===== config.mk =====
export PLATFORM = sky130hd
export DESIGN_NAME = sum_uart_tx
export DESIGN_NICKNAME = d
export VERILOG_FILES = /design/src/rtl/sum_uart_pkg.sv /design/src/rtl/sum_uart_tx_baud_tick.sv /design/src/rtl/sum_uart_tx.sv
export SDC_FILE = /design/constraint.sdc
export NUM_CORES = 1
export LEC_CHECK = 0
export ABC_AREA = 1
export CORE_UTILIZATION = 56
export CTS_BUF_LIST = sky130_fd_sc_hd__clkbuf_2
export DETAILED_ROUTE_END_ITERATION = 8
export HOLD_SLACK_MARGIN = 0.12
export PLACE_DENSITY = 0.92
export REMOVE_ABC_BUFFERS = 1
export SETUP_SLACK_MARGIN = 0.1
export SYNTH_ARGS = -nofsm -noshare
export SYNTH_HDL_FRONTEND = slang
export SYNTH_SLANG_ARGS = --single-unit

===== constraint.sdc =====
create_clock -name clk -period 1.5 [get_ports clk]
set_input_delay 0.3 -clock clk [delete_from_list [all_inputs] [get_ports clk]]
set_output_delay 0.3 -clock clk [all_outputs]
set_load 0.1 [all_outputs]

===== src/rtl/sum_uart_pkg.sv =====
// sum_uart_pkg: shared types and constants for the sum/counter UART transmitter
package sum_uart_pkg;
  typedef enum logic [2:0] {IDLE, START, DATA, PARITY, STOP} tx_state_e;
  localparam int DATA_W = 8;
  localparam logic IDLE_LEVEL = 1'b1;
endpackage


===== src/rtl/sum_uart_tx_baud_tick.sv =====
// baud_tick: bit-period timer, tick high in the last cycle of each CLK_DIV-cycle bit
module baud_tick #(
  parameter int CLK_DIV = 16
) (
  input  logic clk,
  input  logic rst_n,
  input  logic clear,
  output logic tick
);
  localparam int CW = $clog2(CLK_DIV);
  logic [CW-1:0] cnt;
  assign tick = cnt == CW'(CLK_DIV - 1);
  always_ff @(posedge clk or negedge rst_n)
    if (!rst_n) cnt <= '0;
    else cnt <= (clear || tick) ? '0 : cnt + 1'b1;
endmodule


===== src/rtl/sum_uart_tx.sv =====
// sum_uart_tx: 8N1 serial transmitter with valid/ready input, LSB first.
// Define SUM_UART_TX_PARITY_EN to insert an even parity bit after bit 7.
module sum_uart_tx
  import sum_uart_pkg::*;
#(
  parameter int CLK_DIV = 16
) (
  input  logic              clk,
  input  logic              rst_n,
  input  logic [DATA_W-1:0] in_data,
  input  logic              in_valid,
  output logic              in_ready,
  output logic              tx,
  output logic              busy
);
  tx_state_e                 state;
  logic [DATA_W-1:0]         sh;
  logic [$clog2(DATA_W)-1:0] idx;
  logic                      tick;
`ifdef SUM_UART_TX_PARITY_EN
  logic                      par;
`endif
  assign in_ready = state == IDLE;
  // every tick ends a bit or a state, and IDLE holds the timer at zero
  baud_tick #(.CLK_DIV(CLK_DIV)) u_baud_tick (
    .clk  (clk),
    .rst_n(rst_n),
    .clear(in_ready | tick),
    .tick (tick)
  );
  // tx/busy are loaded alongside the state so they change on the same edge
  always_ff @(posedge clk or negedge rst_n)
    if (!rst_n) begin
      state <= IDLE;
      sh    <= '0;
      idx   <= '0;
      tx    <= IDLE_LEVEL;
      busy  <= 1'b0;
`ifdef SUM_UART_TX_PARITY_EN
      par   <= 1'b0;
`endif
    end else begin
      case (state)
        IDLE: if (in_valid) begin
          state <= START;
          sh    <= in_data;
          idx   <= '0;
          tx    <= 1'b0;
          busy  <= 1'b1;
`ifdef SUM_UART_TX_PARITY_EN
          par   <= ^in_data;
`endif
        end
        START: if (tick) begin
          state <= DATA;
          tx    <= sh[0];
        end
        DATA: if (tick) begin
          idx <= idx + 1'b1;
          sh  <= sh >> 1;
          if (idx == '1) begin
`ifdef SUM_UART_TX_PARITY_EN
            state <= PARITY;
            tx    <= par;
`else
            state <= STOP;
            tx    <= IDLE_LEVEL;
`endif
          end else tx <= sh[1];
        end
`ifdef SUM_UART_TX_PARITY_EN
        PARITY: if (tick) begin
          state <= STOP;
          tx    <= IDLE_LEVEL;
        end
`endif
        STOP: if (tick) begin
          state <= IDLE;
          tx    <= IDLE_LEVEL;
          busy  <= 1'b0;
        end
        default: begin
          state <= IDLE;
          tx    <= IDLE_LEVEL;
          busy  <= 1'b0;
        end
      endcase
    end
endmodule


==> results by group <==
STA
  • Worst-margin pin slew: 340 ps
  • RSZ-0062 raised after global routing: true
  • Setup violators final: 3
  • Hold Slack: 271 ps
  • Rel. slew slack: 77.3%
  • Final worst setup slack: -60.7 ps
  • Final Cycle Share: 104%
  • Final Critical Period: 1560 ps
  • Final hold viol count: 0
  • Clock skew: 20.0 ps
  • Max Freq: 641 MHz
  • Max Slew Vio Count: 0

Worst hold path
  • HP Class: in2async

Pwr
  • Combinational Power Share: 60.5%
  • Tot Pwr: 3.39 mW
  • Net Sw Power: 1.61 mW
  • Clock share of power: 12.1%
  • PwrDens: 2200 nW/um^2
  • Flop pwr share: 27.4%
  • Cell internal pwr: 1.78 mW
  • LEAKAGE: 0.794 nW
  • Worst VDD drop: 1.86 mV
  • Sw Share: 47.5%

Setup path
  • WS Path Type: reg2out
  • Reg2reg path depth: 8
  • Worst R2R Setup Slack: -20 ps
  • Crit end category: primary output
  • Startpoint Class: flip-flop
  • Required time worst endpoint: 1200 ps
  • Worst R2R End: idx[0]
  • Critical R2R Launch: state[2]
  • Max FO, Critical Path: 2
  • Worst Path Arrival: 1260 ps

Clock tree
  • Root Buffer: clkbuf_2
  • Clk buf depth: 2
  • Number of hold buffers added after cts: 0
  • Clock latency on the worst-skew pair: 330 ps
  • Clk sinks: 20
  • H-Tree Depth: 1
  • Num CTS Buffers: 3
  • CTS tree: yes
  • Clk slew on worst S/H paths: 220 ps

Synth
  • EDFF count, synth: 0
  • Most frequent cell after synthesis: nand2_1
  • Avg Cell Area, Syn: 8.04 um^2
  • Synth cell count leaders: nand2_1, dfrtp_1, inv_1
  • Mapped Area: 1090 um^2
  • Post-synth top flop: dfrtp_1
  • Synth unique cells: 21
  • Synthesized instance count: 135
  • Yosys reg bits: 20
  • Area leader, netlist: dfrtp_1
  • Register area share after synthesis: 46.2%
  • Synth top area share: 43.8%
  • Top post-synthesis cells by area: dfrtp_1, nand2_1, inv_1, ha_1, nor2_4
  • Fraction of registers with async set/reset: 100%
  • Number of synthesis warnings: 0

Placement
  • RD Place Congestion: 0.820
  • Dpl cells: 176
  • DP Area: 1290 um^2
  • Dpl ws: 43.4 ps
  • Post-DP HPWL: 1.69 mm
  • Port bufs: 13

Cells and area
  • Area Overhead vs Synth: 41.7%
  • Post-layout nets: 185
  • Final Instance Area: 1540 um^2
  • Diode count: 0
  • Post-route insts no fill: 195
  • Layout filler cell count: 72
  • Share of layout cells above drive strength 1: 34.1%

Route
  • DR pass1 iterations: 4
  • Number of antenna-violating nets in the routed design: 0
  • DRT Wirelength: 3.53 mm
  • Vias: 1133
  • Drt via density: 5.81
  • DRC: 0
  • DR iter-0 viols: 80
  • WL/cell: 18.1 um

Floorplan
  • Initial Util: 61.6%
  • Top-Level Pins: 14
  • Die Span Y: 46.0 um
  • Row count: 15
  • Die ar.: 2120 um^2
  • Core box area: 1760 um^2
  • Chip width: 46.0 um

GRT
  • Initial antenna violation count: 0
  • Vias in the first global route: 916
  • Grt ovf: 0
  • First-pass GRT wire length: 4.08 mm
  • Tot GR Track Use: 27.7%
  • Largest net degree at the start of global routing: 21

Status
  • Failing checks: negative setup slack
  • Outcome: complete, but fails checks

Run
  • Maxcap violations: 0
registers in the layout, indices dropped and copies added, names as in the netlist:
| name | count |
|---|---|
| state | 3 |
| tx | 1 |
| sh | 8 |
| idx | 3 |
| u_baud_tick.cnt | 4 |
| busy | 1 |
cell families after synthesis:
logic type                 after synthesis  share of synthesized area, %
adders and majority gates                3                          3.46
buffers and inverters                   18                          7.60
AOI/OAI and AO/OA                        9                          6.45
and+or+nand+nor                         85                          36.3
DFF                                     20                          46.2
timing repair:
item / CTS / global route
pin swaps: 2 / 9
resized for setup: 5 / 22
setup buffers: 5 / 9
endpoints found under the hold margin: 0 / 0
endpoints found under the setup margin: 15 / 17
cloned: 1 / 0
power groups by stage:
| stage | logic, mW | registers [mW] | clock network [mW] |
|---|---|---|---|
| 2_1_floorplan | 0.808 | 1.04 | 0 |
| 3_3_place_gp | 1.34 | 0.909 | 0 |
| 3_5_place_dp | 1.41 | 0.923 | 0 |
| 4_1_cts | 1.55 | 0.912 | 0.407 |
| 5_1_grt | 2.16 | 0.941 | 0.430 |
| 6_report | 2.05 | 0.930 | 0.410 |
worst max-delay path by stage:
stage	end	cells past startpoint	slack [ps]	startpoint
final	in_ready	4	-60	state[2]
after global routing	idx[0]	8	-120	state[2]
after CTS	in_ready	4	-40	state[0]
after detailed placement	state[1]	6	40	in_valid
after global placement	idx[0]	5	90	in_valid
after floorplan	in_ready	3	-70	state[2]
layout make-up:
cell class	instances	area, um^2	area share [%]
inverter	16	65.1	4.23
sequential	20	505	32.8
clock buffer	3	15.0	0.976
timing repair buffer	32	314	20.4
timing repair inverter	1	7.51	0.488
multi-input combinational	97	571	37.1
tap	25	31.3	2.03
clock inverter	1	30.0	1.95
worst max-delay path: stages (launching register included):
cell	delay, ps
dfrtp_2	490
nor2_4	160
nand2_4	70
inv_4	60
buf_12	160
cell usage in the layout (no fill, tap or decap), drive strengths merged:
cell type	n
ha	3
dfstp	1
dfrtp	19
clkbuf	3
buf	22
nand4	3
nand3	7
clkinvlp	1
bufinv	1
o21ai	5
nand2	65
nor2	9
a21oi	2
nor3b	1
inv	16
clkdlybuf4s50	10
o211ai	1
o22ai	1
through the flow:
stage	util (%)	TNS, ps
2_1_floorplan	-	-90.2
3_3_place_gp	73.3	0
3_5_place_dp	73.3	0
4_1_cts	78.6	-232
5_1_grt	87.2	-369
6_report	87.2	-101
layer usage:
metal	up-vias	routed length, um	global-route usage [%]
li1	497	-	-
met1	519	1320	35.3
met2	91	1740	47.0
met3	26	309	3.97
met4	0	163	10.6
met5	-	0	0
Power figures use the tool's default switching activity.
